## config.mk

```make
export PLATFORM = sky130hd
export DESIGN_NAME = keypad_matrix_scanner
export DESIGN_NICKNAME = d
export VERILOG_FILES = /design/src/rtl/keypad_matrix_scanner.sv
export SDC_FILE = /design/constraint.sdc
export NUM_CORES = 1
export LEC_CHECK = 0
export ABC_AREA = 1
export CAP_MARGIN = 5
export CELL_PAD_IN_SITES_DETAIL_PLACEMENT = 0
export CELL_PAD_IN_SITES_GLOBAL_PLACEMENT = 2
export CORE_MARGIN = 5
export CORE_UTILIZATION = 30
export CTS_BUF_LIST = sky130_fd_sc_hd__clkbuf_4
export DETAILED_ROUTE_END_ITERATION = 10
export PLACE_DENSITY_LB_ADDON = 0.1
export SETUP_SLACK_MARGIN = 0.1
export SYNTH_ARGS = -nofsm -noshare
export SYNTH_HDL_FRONTEND = slang
export SYNTH_SLANG_ARGS = --single-unit
```

## constraint.sdc

```tcl
create_clock -name clock -period 4.7 [get_ports clock]
set_input_delay 0.94 -clock clock [delete_from_list [all_inputs] [get_ports clock]]
set_output_delay 0.94 -clock clock [all_outputs]
set_load 0.05 [all_outputs]
```

## src/rtl/keypad_matrix_scanner.sv

```systemverilog
// Keypad matrix scanner: one-cold column drive, synchronized row readback, press/release debounce.
// Latency: rows 2 cycles through the synchronizer; key_valid DEBOUNCE_CYCLES cycles after the sample cycle.
// Backpressure: none; key_valid is a one-cycle strobe and the consumer must take it when it is high.
module keypad_matrix_scanner #(
   parameter int NUM_COLS        = 4,
   parameter int NUM_ROWS        = 4,
   parameter int SCAN_DIV        = 1000,
   parameter int DEBOUNCE_CYCLES = 20000,
   parameter int CODE_W          = 4
) (
   input  logic                clock,
   input  logic                reset,
   input  logic [NUM_ROWS-1:0] row_in,
   output logic [NUM_COLS-1:0] col_drive,
   output logic [CODE_W-1:0]   key_code,
   output logic                key_valid,
   output logic                key_held
);

   localparam int COL_W   = $clog2(NUM_COLS);
   localparam int ROW_W   = $clog2(NUM_ROWS);
   localparam int CNT_W   = $clog2(NUM_ROWS + 1);
   localparam int DWELL_W = $clog2(SCAN_DIV);
   localparam int DEB_W   = $clog2(DEBOUNCE_CYCLES);

   localparam logic [COL_W-1:0]   COL_LAST   = COL_W'(NUM_COLS - 1);
   localparam logic [DWELL_W-1:0] DWELL_LAST = DWELL_W'(SCAN_DIV - 1);
   // The sample cycle already counts as the first stable observation, so the
   // press is accepted one count early and the registered outputs land exactly
   // DEBOUNCE_CYCLES cycles after the sample cycle.
   localparam logic [DEB_W-1:0]   PRESS_LAST = DEB_W'(DEBOUNCE_CYCLES - 2);
   localparam logic [DEB_W-1:0]   REL_LAST   = DEB_W'(DEBOUNCE_CYCLES - 1);

   typedef enum logic [1:0] {SCAN, DEBOUNCE, PRESSED} state_t;

   logic [NUM_ROWS-1:0] sync_q, rows_s_q;
   state_t              state_q, state_d;
   logic [COL_W-1:0]    col_q, col_d, col_next;
   logic [DWELL_W-1:0]  dwell_q, dwell_d;
   logic [DEB_W-1:0]    deb_q, deb_d;
   logic [ROW_W-1:0]    row_cap_q, row_cap_d, low_idx;
   logic [NUM_ROWS-1:0] pat_q, pat_d;
   logic [CODE_W-1:0]   key_code_q, key_code_d;
   logic                key_valid_q, key_valid_d;
   logic                key_held_q, key_held_d;
   logic [CNT_W-1:0]    low_cnt;
   logic                one_low, all_high, match;

   // Two-flop synchronizer for the asynchronous, pulled-up row inputs.
   always_ff @(posedge clock) begin
      if (reset) begin
         sync_q   <= '1;
         rows_s_q <= '1;
      end else begin
         sync_q   <= row_in;
         rows_s_q <= sync_q;
      end
   end

   // Count low rows and locate the (last) low one; only a single low row is usable.
   always_comb begin
      low_cnt = '0;
      low_idx = '0;
      for (int i = 0; i < NUM_ROWS; i++) begin
         if (!rows_s_q[i]) begin
            low_cnt = low_cnt + CNT_W'(1);
            low_idx = ROW_W'(i);
         end
      end
   end

   assign one_low  = (low_cnt == CNT_W'(1));
   assign all_high = &rows_s_q;
   assign match    = (rows_s_q == pat_q);
   assign col_next = (col_q == COL_LAST) ? '0 : col_q + COL_W'(1);

   // Scan / debounce / held state machine: next state, counters and key outputs.
   always_comb begin
      state_d     = state_q;
      col_d       = col_q;
      dwell_d     = dwell_q;
      deb_d       = deb_q;
      row_cap_d   = row_cap_q;
      pat_d       = pat_q;
      key_code_d  = key_code_q;
      key_valid_d = 1'b0;
      key_held_d  = key_held_q;
      case (state_q)
         SCAN: begin
            if (dwell_q == DWELL_LAST) begin
               dwell_d = '0;
               if (one_low) begin
                  state_d   = DEBOUNCE;
                  deb_d     = '0;
                  row_cap_d = low_idx;
                  pat_d     = rows_s_q;
               end else begin
                  col_d = col_next;
               end
            end else begin
               dwell_d = dwell_q + DWELL_W'(1);
            end
         end
         DEBOUNCE: begin
            if (!match) begin
               state_d = SCAN;
               col_d   = col_next;
               dwell_d = '0;
               deb_d   = '0;
            end else if (deb_q == PRESS_LAST) begin
               state_d     = PRESSED;
               deb_d       = '0;
               key_code_d  = CODE_W'(int'(row_cap_q) * NUM_COLS + int'(col_q));
               key_valid_d = 1'b1;
               key_held_d  = 1'b1;
            end else begin
               deb_d = deb_q + DEB_W'(1);
            end
         end
         PRESSED: begin
            if (!all_high) begin
               deb_d = '0;
            end else if (deb_q == REL_LAST) begin
               state_d    = SCAN;
               col_d      = col_next;
               dwell_d    = '0;
               deb_d      = '0;
               key_held_d = 1'b0;
            end else begin
               deb_d = deb_q + DEB_W'(1);
            end
         end
         default: state_d = SCAN;
      endcase
   end

   // State register; reset wins over every state including mid-debounce and mid-hold.
   always_ff @(posedge clock) begin
      if (reset) begin
         state_q     <= SCAN;
         col_q       <= '0;
         dwell_q     <= '0;
         deb_q       <= '0;
         row_cap_q   <= '0;
         pat_q       <= '1;
         key_code_q  <= '0;
         key_valid_q <= 1'b0;
         key_held_q  <= 1'b0;
      end else begin
         state_q     <= state_d;
         col_q       <= col_d;
         dwell_q     <= dwell_d;
         deb_q       <= deb_d;
         row_cap_q   <= row_cap_d;
         pat_q       <= pat_d;
         key_code_q  <= key_code_d;
         key_valid_q <= key_valid_d;
         key_held_q  <= key_held_d;
      end
   end

   // One-cold column drive from the registered column index.
   always_comb begin
      col_drive = ~(NUM_COLS'(1) << col_q);
   end

   assign key_code  = key_code_q;
   assign key_valid = key_valid_q;
   assign key_held  = key_held_q;

endmodule

```

==> results.tsv, run 1 <==
stage	metric	value	unit
worst_setup_path	timing.rr.end	deb_q[9]$_SDFFE_PP0P_	
route	ant_nets	0	
worst_setup_path	critPathCaptureType	primary output	
route	drt_iter0_drc	112	
clocking	cts_root_buf	clkbuf_4	
global_route	gr-total-overflow	0	
sta	worst_pin_slew	853	ps
placed_design	post-dp-hpwl	5.59	mm
global_route	antenna_found_initial	0	
yosys	yosys.area.top_type	dfxtp_1	
cells_and_area	drive_gt1_frac	0.100	
worst_setup_path	startpoint_type	flip-flop	
worst_setup_path	rr_worst_depth	11	
flow_run	cap_viol_max_count	0	
worst_setup_path	required	3760	ps
yosys	ys_seq_area_frac	0.325	
clocking	path_clk_slew	150	ps
yosys	avgSynthCellArea	6.59	um2
clocking	clockBufferDepth	2	
yosys	syn_nets	478	
floorplan	fp-row-count	36	
yosys	ys_ff_latch	49	
placed_design	portBuffers	15	
worst_setup_path	reg2reg_setup_slack	1990	ps
sta	slew_headroom	0.431	
yosys	netlist_area	0.00302	mm2
sta	finalMaxSlewViolations	0	
global_route	grt_max_degree	27	
min_path	min_to	rows_s_q[3]$_SDFF_PP1_	
global_route	first_global_vias	2586	
clocking	clkSinkCount	49	
clocking	clk_latency	370	ps
cells_and_area	final_cell_mix	121 x nand2_1, 58 x inv_1, 58 x nor2_1, 49 x dfxtp_1, 41 x nand3_1	
global_route	grt_usage	0.136	
sta	setup_viol	0	
yosys	synth_warnings	0	
floorplan	dieArea	0.0122	mm2
yosys	synth_area_leaders	dfxtp_1 33%, nand2_1 15%, inv_1 7.2%	
min_path	worstHoldPathCells	1	
sta	tns	0	ps
pwr	ir_drop	0.0956	mV
clocking	cts_tree	built	
worst_setup_path	path_max_fanout	4	
pwr	powerDensity	219	mW/mm2
route	wire_per_inst	12.7	um
clocking	postCtsResizedCells	0	
min_path	hold_start	sync_q[3]$_SDFF_PP1_	
sta	whs	427	ps
floorplan	die_y	110	um
sta	min_period	2920	ps
clocking	cts_htree_levels	2	
sta	clock_skew	5.35	ps
sta	post-route-period-util	0.621	
cells_and_area	syn2layout_area_growth	10.8	%
floorplan	core_region_area	0.00977	mm2
min_path	hp-class	reg2reg	
cells_and_area	mostFrequentLayoutCell	nand2_1	
cells_and_area	fin_nets	489	
route	vias	2712	
cells_and_area	nFillCells	1080	
route	finalWirelength	7.66	mm
placed_design	gp_congestion	0.751	
clocking	post_cts_buffers	0	
floorplan	initial_core_util	0.309	
floorplan	io-pin-count	16	
sta	fmax	0.343	GHz
worst_setup_path	reg2reg_from	rows_s_q[1]$_SDFF_PP1_	
pwr	power.leakage	1.42	nW
cells_and_area	diodes	0	
route	vias_per_cell	4.50	
yosys	yosysUniqueCellTypes	39	
yosys	synth_top_cell_area_share	0.325	
worst_setup_path	crit_type	reg2out	
sta	grt_setup_unrepaired	false	
worst_setup_path	worstPathArrival	1980	ps
clocking	cts_buffers	5	
route	drc	0	
status	run_status	finished, final reports clean	
sta	hold_violations	0	
global_route	grt_pass1_wl	12.9	mm
floorplan	die_x	110	um
clocking	holdBufCountCts	0	
route	first_pass_iters	4	
yosys	syn-instance-count	458	
[critical path, stage by stage (launching register included)]
cell	delay (ps)
dfxtp_1	420
inv_1	120
ha_1	210
inv_1	50
clkdlybuf4s50_1	800
[how the worst max path moves through the flow]
stage                                 from                     to  slack (ps)  cells past startpoint
detailed placement  rows_s_q[0]$_SDFF_PP1_  deb_q[8]$_SDFFE_PP0P_        1980                     11
CTS                  col_q[0]$_SDFFE_PP0P_           col_drive[2]        1750                      4
floorplan           rows_s_q[0]$_SDFF_PP1_  deb_q[5]$_SDFFE_PP0P_        2480                     12
finish               col_q[0]$_SDFFE_PP0P_           col_drive[2]        1780                      4
global placement    rows_s_q[1]$_SDFF_PP1_  deb_q[5]$_SDFFE_PP0P_        2040                     11
global route         col_q[0]$_SDFFE_PP0P_           col_drive[2]        1660                      4
[logic make-up (layout without fill, tap and decap cells)]
| kind of cell | Yosys count | after routing | share of synthesized area |
|---|---|---|---|
| adders and majority gates | 14 | 14 | 0.0581 |
| xor gates and xnor gates | 4 | 4 | 0.0141 |
| and+or+nand+nor | 273 | 273 | 0.411 |
| AOI/OAI and AO/OA | 44 | 44 | 0.0883 |
| DFF | 49 | 49 | 0.325 |
| buffers and inverters | 74 | 86 | 0.104 |
[Yosys cell counts]
cell type	count
nand2_1	121
inv_1	58
nor2_1	58
dfxtp_1	49
nand3_1	41
a21oi_1	17
ha_1	14
nand4_1	13
o21ai_0	13
nand2_2	9
or2_2	8
nor2_2	6
clkbuf_1	4
nand3_2	4
o211ai_1	4
o21bai_1	4
buf_6	3
nor3_1	3
a31o_2	2
buf_2	2
buf_4	2
inv_2	2
nand3b_1	2
nor2_4	2
nor4_1	2
xor2_1	2
a21oi_2	1
a21oi_4	1
and3_1	1
buf_1	1
clkinv_1	1
inv_4	1
nand2_4	1
nor3b_1	1
o21ai_1	1
o21ai_2	1
or2_1	1
xnor2_1	1
xnor2_2	1
[state kept, by name, indices dropped and copies added, names as in the netlist, 4 cells and up]
name      cells
dwell_q      10
key_code      4
deb_q        15
rows_s_q      4
pat_q         4
sync_q        4
[cell type report]
class                           count  area (um2)  area share
Multi-Input combinational cell    335        1720       0.516
Sequential cell                    49         981       0.294
Inverter                           62         235      0.0704
Tap cell                          133         166      0.0498
Timing Repair Buffer               16         158      0.0472
Clock inverter                      3        41.3      0.0124
Clock buffer                        5        37.5      0.0112
[routing by layer]
metal	GRT usage	wire, um
met3	0.0291	186
met5	0	0
met4	0.0378	96
met1	0.190	4060
met2	0.213	3320
[power breakdown]
| group | total (mW) | internal [mW] | leakage (nW) | switching (mW) |
|---|---|---|---|---|
| clock network | 0.255 | 0.110 | 0.0389 | 0.145 |
| registers | 0.426 | 0.421 | 0.397 | 0.00547 |
| logic | 0.0497 | 0.0192 | 0.985 | 0.0305 |
[stage by stage]
stage	power, mW	instances	area (um2)	worst slack, ps	utilization
global placement	0.486	595	3260	2040	0.334
CTS	0.748	603	3340	1750	0.342
global route	0.768	603	3340	1660	0.342
detailed placement	0.487	595	3260	1980	0.334
finish	0.731	603	3340	1780	0.342
floorplan	0.471	458	3020	2480	-
No activity file was read; power rests on OpenSTA's default activity.
==> inputs of run 2 (changes only) <==
==> constraint.sdc (replaced) <==
create_clock -name clock -period 2.8 [get_ports clock]
set_input_delay 0.56 -clock clock [delete_from_list [all_inputs] [get_ports clock]]
set_output_delay 0.56 -clock clock [all_outputs]
set_load 0.05 [all_outputs]
==> run 2 against run 1 <==
  * Global-route usage fell by 0.13 points
  * Register-to-register slack worse by 1600 ps
  * Largest cell class unchanged
  * Combinational power grew 76%
  * Count of clock-buffer cells in the layout up 1
  * Die area is the same
  * Routed wire length fell by 1.1%
==> results.tsv, run 2 (synthesis gave the netlist of run 1 again) <==
stage	metric	value	unit
global_route	antenna_found_initial	1	
clocking	cts_tree	built	
clocking	cts_htree_levels	2	
global_route	grt_usage	0.135	
global_route	gr-total-overflow	0	
route	vias_per_cell	4.49	
route	vias	2742	
sta	finalMaxSlewViolations	0	
placed_design	portBuffers	15	
floorplan	core_region_area	0.00977	mm2
placed_design	post-dp-hpwl	5.64	mm
clocking	cts_root_buf	clkbuf_4	
sta	clock_skew	25.1	ps
cells_and_area	mostFrequentLayoutCell	nand2_1	
global_route	first_global_vias	2640	
worst_setup_path	path_max_fanout	4	
clocking	path_clk_slew	150	ps
sta	slew_headroom	0.618	
route	drt_iter0_drc	111	
sta	fmax	0.400	GHz
floorplan	initial_core_util	0.309	
worst_setup_path	reg2reg_setup_slack	360	ps
placed_design	gp_congestion	0.759	
route	first_pass_iters	4	
route	wl_met1	3.87	mm
worst_setup_path	required	2240	ps
route	wl_met2	3.34	mm
global_route	grt_pass1_wl	12.8	mm
floorplan	fp-row-count	36	
flow_run	cap_viol_max_count	0	
sta	whs	427	ps
clocking	clkSinkCount	49	
floorplan	io-pin-count	16	
sta	tns	0	ps
floorplan	die_x	110	um
route	drc	0	
worst_setup_path	worstPathArrival	1940	ps
cells_and_area	largest_register_ffs	15	
cells_and_area	reg.largest.list	deb_q (15), dwell_q (10)	
pwr	powerDensity	365	mW/mm2
floorplan	dieArea	0.0122	mm2
clocking	clk_latency	370	ps
route	finalWirelength	7.58	mm
sta	setup_viol	0	
worst_setup_path	startpoint_type	flip-flop	
sta	min_period	2500	ps
sta	worst_pin_slew	568	ps
cells_and_area	top_register	deb_q	
worst_setup_path	crit_type	reg2out	
worst_setup_path	critPathCaptureType	primary output	
clocking	clockBufferDepth	2	
route	ant_nets	0	
clocking	cts_buffers	5	
sta	hold_violations	0	
route	dr_wl_met3	285	um
pwr	ir_drop	0.180	mV
sta	post-route-period-util	0.893	
route	highest_layer	met4	
floorplan	die_y	110	um
status	run_status	finished, final reports clean	
route	wire_per_inst	12.4	um
cells_and_area	syn2layout_area_growth	13.4	%
cells_and_area	drive_gt1_frac	0.115	
sta	grt_setup_unrepaired	false	
global_route	grt_max_degree	23	
min_path	hp-class	reg2reg	
cells_and_area	final_cell_mix	121 x nand2_1, 58 x inv_1, 58 x nor2_1, 49 x dfxtp_1, 41 x nand3_1	
pwr	power.leakage	1.47	nW
cells_and_area	fin_nets	496	
run 2: cell count changes in the layout (fill, tap and decap cells not counted):
cell | before | now
buf_4 | 1 | 7
diode_2 | 0 | 1
nor2_2 | 6 | 5
clkinvlp_4 | 1 | 0
clkbuf_4 | 5 | 6
nor2_4 | 2 | 3
buf_12 | 0 | 1
clkinv_4 | 0 | 1
clkinv_1 | 2 | 1
run 2: final cells by class:
class	count	area, um2
Antenna cell	1	2.50
Clock buffer	6	45.0
Clock inverter	2	38.8
Fill cell	1102	6350
Inverter	62	235
Multi-Input combinational cell	335	1730
Sequential cell	49	981
Tap cell	133	166
Timing Repair Buffer	23	223
run 2: report_power, final:
group	total, mW	internal (mW)	switching, mW
clock	0.447	0.200	0.247
combinational	0.0873	0.0351	0.0521
sequential	0.716	0.707	0.00899
run 2: timing repair:
action                                  CTS  global route
hold buffers                              0             0
endpoints found under the setup margin    0            14
resized for setup                         0             1
buffers inserted                          0             2
run 2: worst max-delay path, stage by stage (launching register included):
cell and delay, ps:
dfxtp_1 420, inv_1 110, ha_1 210, inv_1 50, clkdlybuf4s50_1 790
run 2: final timing paths:
path / startpoint / endpoint / cells past startpoint
hold / removal: sync_q[3]$_SDFF_PP1_ / rows_s_q[3]$_SDFF_PP1_ / 1
setup reg to reg: rows_s_q[1]$_SDFF_PP1_ / deb_q[13]$_SDFFE_PP0P_ / 12
setup / recovery: col_q[0]$_SDFFE_PP0P_ / col_drive[0] / 4
hold reg to reg: sync_q[3]$_SDFF_PP1_ / rows_s_q[3]$_SDFF_PP1_ / 1
run 2: stage by stage:
stage | setup slack (ps) | util | total power [mW] | std cells | instance area (um2)
6_report | 300 | 0.350 | 1.25 | 611 | 3420
5_1_grt | 135 | 0.350 | 1.32 | 611 | 3420
4_1_cts | 224 | 0.346 | 1.28 | 608 | 3380
3_5_place_dp | 237 | 0.338 | 0.819 | 600 | 3300
3_3_place_gp | 267 | 0.338 | 0.819 | 600 | 3300
2_1_floorplan | 580 | - | 0.790 | 458 | 3020
run 2: routing by layer:
layer	global-route usage	up-vias
met5	0	-
met4	0.0343	0
met2	0.220	40
met3	0.0245	4
met1	0.185	1210
li1	-	1488
==> inputs of run 3 (changes only) <==
--- a/config.mk
+++ b/config.mk
@@ -5,7 +5,7 @@
 export SDC_FILE = /design/constraint.sdc
 export NUM_CORES = 1
 export LEC_CHECK = 0
-export ABC_AREA = 1
+export ABC_AREA = 0
 export CAP_MARGIN = 5
 export CELL_PAD_IN_SITES_DETAIL_PLACEMENT = 0
 export CELL_PAD_IN_SITES_GLOBAL_PLACEMENT = 2
==> run 3 against run 2 <==
  * Area after synthesis decreased by 16%
  * Non-clock buffer count increased by 20
  * Sequential share of layout area increased by 2.7 points
  * Register-to-register slack got worse by 270 ps
  * Critical endpoint is now deb_q[12]$_SDFFE_PP0P_
  * Clock power decreased by 28%
  * Maximum frequency decreased by 7.9%
  * Highest routed layer unchanged
  * Clock skew decreased by 21 ps
  * Cell count decreased by 30%
  * Final area decreased by 8.2%
==> results.tsv, run 3 <==
stage	metric	value	unit
cells_and_area	nFillCells	856	
cells_and_area	fin_nets	341	
pwr	p_sw_frac	0.237	
cells_and_area	diodes	0	
global_route	antenna_found_initial	0	
worst_setup_path	path_depth	11	
pwr	pwr-share-comb	0.070	
yosys	yosysUniqueCellTypes	55	
placed_design	dp.cells	412	
floorplan	io-pin-count	16	
sta	worst_pin_slew	524	ps
worst_setup_path	rr_worst_depth	11	
yosys	synthTopCellsByCount	49 x dfxtp_1, 20 x nand2_1, 19 x nor2_1	
yosys	netlist_area	0.00255	mm2
min_path	min_to	rows_s_q[1]$_SDFF_PP1_	
route	vias_per_cell	5.00	
floorplan	fp-row-count	33	
cells_and_area	drive_gt1_frac	0.227	
pwr	p_seq_frac	0.642	
cells_and_area	top_register	deb_q	
sta	post-route-period-util	0.969	
global_route	gr-total-overflow	0	
worst_setup_path	critPathCaptureType	flip-flop	
global_route	grt_pass1_wl	9.37	mm
global_route	first_global_vias	1968	
cells_and_area	reg.largest.list	deb_q (15), dwell_q (10)	
yosys	synthArstFlopShare	0	
clocking	clockBufferDepth	2	
worst_setup_path	startpoint_type	flip-flop	
pwr	ir_drop	0.160	mV
worst_setup_path	path_max_fanout	8	
floorplan	die_x	102	um
floorplan	dieArea	0.0104	mm2
pwr	power.leakage	1.17	nW
yosys	ys_ff_latch	49	
yosys	synth_warnings	0	
floorplan	die_y	102	um
yosys	ys_seq_area_frac	0.385	
worst_setup_path	slowest_stage	or4b_1	
route	drt_iter0_drc	64	
route	drc	0	
route	finalWirelength	5.73	mm
pwr	powerDensity	355	mW/mm2
yosys	syn_nets	302	
sta	hold_violations	0	
global_route	grt_usage	0.114	
clocking	path_clk_slew	140	ps
sta	fmax	0.369	GHz
yosys	synth-edff-count	0	
clocking	cts_tree	built	
sta	min_period	2710	ps
cells_and_area	largest_register_ffs	15	
worst_setup_path	path_cells	inv_2 > ha_4 > xnor2_2 > ha_2 > or4b_1 > a311oi_2 > buf_4 > o211ai_1 > and2_4 > o2bb2a_1 > o31ai_4	
cells_and_area	mostFrequentLayoutCell	dfxtp_1	
sta	grt_setup_unrepaired	true	
clocking	clk_latency	360	ps
clocking	cts_root_buf	clkbuf_4	
yosys	yosys.area.top_type	dfxtp_1	
min_path	worstHoldPathCells	1	
placed_design	dpl-instance-area	0.00297	mm2
cells_and_area	stdcell_area	0.00314	mm2
clocking	cts_buffers	5	
sta	slew_headroom	0.649	
pwr	p_clk_frac	0.288	
yosys	synth_area_leaders	dfxtp_1 39%, ha_1 6.9%, xor2_1 3.1%	
yosys	avgSynthCellArea	9.03	um2
yosys	synth_top_cell_area_share	0.385	
pwr	p_total	1.11	mW
placed_design	portBuffers	15	
clocking	clkSinkCount	49	
worst_setup_path	reg2reg_setup_slack	90	ps
worst_setup_path	reg2reg_from	rows_s_q[1]$_SDFF_PP1_	
placed_design	post-dp-hpwl	4.26	mm
worst_setup_path	slowest_delay	470	ps
route	first_pass_iters	6	
min_path	hold_start	sync_q[1]$_SDFF_PP1_	
cells_and_area	instances_no_fill	426	
placed_design	gp_congestion	0.725	
flow_run	cap_viol_max_count	0	
yosys	yosysMostFrequentCell	dfxtp_1	
worst_setup_path	path_buf_inv	2	
pwr	p_sw	0.264	mW
floorplan	initial_core_util	0.308	
sta	setup_viol	0	
worst_setup_path	crit_type	reg2reg	
route	wire_per_inst	13.4	um
route	ant_nets	0	
status	run_status	finished, final reports clean	
cells_and_area	final_cell_mix	47 x dfxtp_1, 24 x buf_4, 19 x nand2_1, 19 x nor2_1, 15 x clkdlybuf4s50_1	
global_route	grt_max_degree	17	
sta	finalMaxSlewViolations	0	
worst_setup_path	path_delay_family	compound AO/OA/AOI/OAI gates	
cells_and_area	utilization	0.380	
worst_setup_path	worstPathArrival	2970	ps
yosys	syn-instance-count	282	
floorplan	core_region_area	0.00826	mm2
cells_and_area	syn2layout_area_growth	23.2	%
sta	worst_slack	86.6	ps
min_path	hp-class	reg2reg	
yosys	synthFlopType	dfxtp_1	
worst_setup_path	timing.rr.end	deb_q[12]$_SDFFE_PP0P_	
placed_design	post-place-ws	-9.76	ps
pwr	p_int	0.849	mW
route	vias	2131	
clocking	cts_htree_levels	2	
worst_setup_path	required	3060	ps
sta	clock_skew	3.68	ps
[run 3: how the worst max path moves through the flow]
stage | slack, ps | endpoint | start
4_1_cts | 90 | pat_q[2]$_SDFFE_PP1P_ | rows_s_q[1]$_SDFF_PP1_
6_report | 90 | deb_q[12]$_SDFFE_PP0P_ | rows_s_q[1]$_SDFF_PP1_
3_3_place_gp | 50 | deb_q[8]$_SDFFE_PP0P_ | rows_s_q[1]$_SDFF_PP1_
3_5_place_dp | -10 | deb_q[13]$_SDFFE_PP0P_ | rows_s_q[1]$_SDFF_PP1_
2_1_floorplan | 100 | pat_q[1]$_SDFFE_PP1P_ | rows_s_q[0]$_SDFF_PP1_
5_1_grt | -40 | deb_q[13]$_SDFFE_PP0P_ | rows_s_q[1]$_SDFF_PP1_
[run 3: worst register-to-register path, stage by stage (launching register included)]
cell      delay (ps)
dfxtp_2          380
inv_2             50
ha_4             220
xnor2_2          130
ha_2             200
or4b_1           470
a311oi_2         310
buf_4            160
o211ai_1         130
and2_4           200
o2bb2a_1         280
o31ai_4           80
[run 3: power by group through the flow]
stage                     logic (mW)  registers [mW]  clock network [mW]
after floorplan               0.0452           0.727                   0
after global placement        0.0740           0.729                   0
after detailed placement      0.0730           0.729                   0
after CTS                     0.0744           0.714               0.348
after global routing          0.0879           0.717               0.373
final                         0.0781           0.714               0.321
[run 3: layout make-up]
type                       count  area (um2)  share of cell area
clock inverter                 1        3.75             0.00120
tap                          105         131              0.0419
timing repair buffer          43         378               0.120
inverter                      16        60.1              0.0191
clock buffer                   6        45.0              0.0144
sequential                    49         983               0.313
multi-input combinational    206        1540               0.490
[run 3: per-layer routing]
layer  track usage  vias up  routed length, um
met2         0.181       23               2680
met5             0        -                  0
met1         0.153     1009               2810
met4        0.0424        0                 84
li1              -     1091                  -
met3        0.0246        8                155
[run 3: cells by family after synthesis]
family / after synthesis / share of synthesized area
xor gates and xnor gates: 12 / 0.0413
muxes: 6 / 0.0241
AOI/OAI and AO/OA: 58 / 0.175
and+or+nand+nor: 116 / 0.263
buffers and inverters: 27 / 0.0427
DFF: 49 / 0.385
adders and majority gates: 14 / 0.0688
[run 3: per-stage QoR]
| stage | setup TNS (ps) | hold slack (ps) |
|---|---|---|
| 2_1_floorplan | 0 | 389 |
| 3_3_place_gp | 0 | 394 |
| 3_5_place_dp | -31.8 | 399 |
| 4_1_cts | 0 | 432 |
| 5_1_grt | -141 | 440 |
| 6_report | 0 | 428 |
[run 3: what timing repair did]
action                                  in CTS  in global routing
endpoints found under the setup margin      21                 24
resized for setup                            6                 21
pin swaps                                    2                  7
hold buffers                                 0                  0
buffers inserted                             1                  5
cloned                                       0                  1
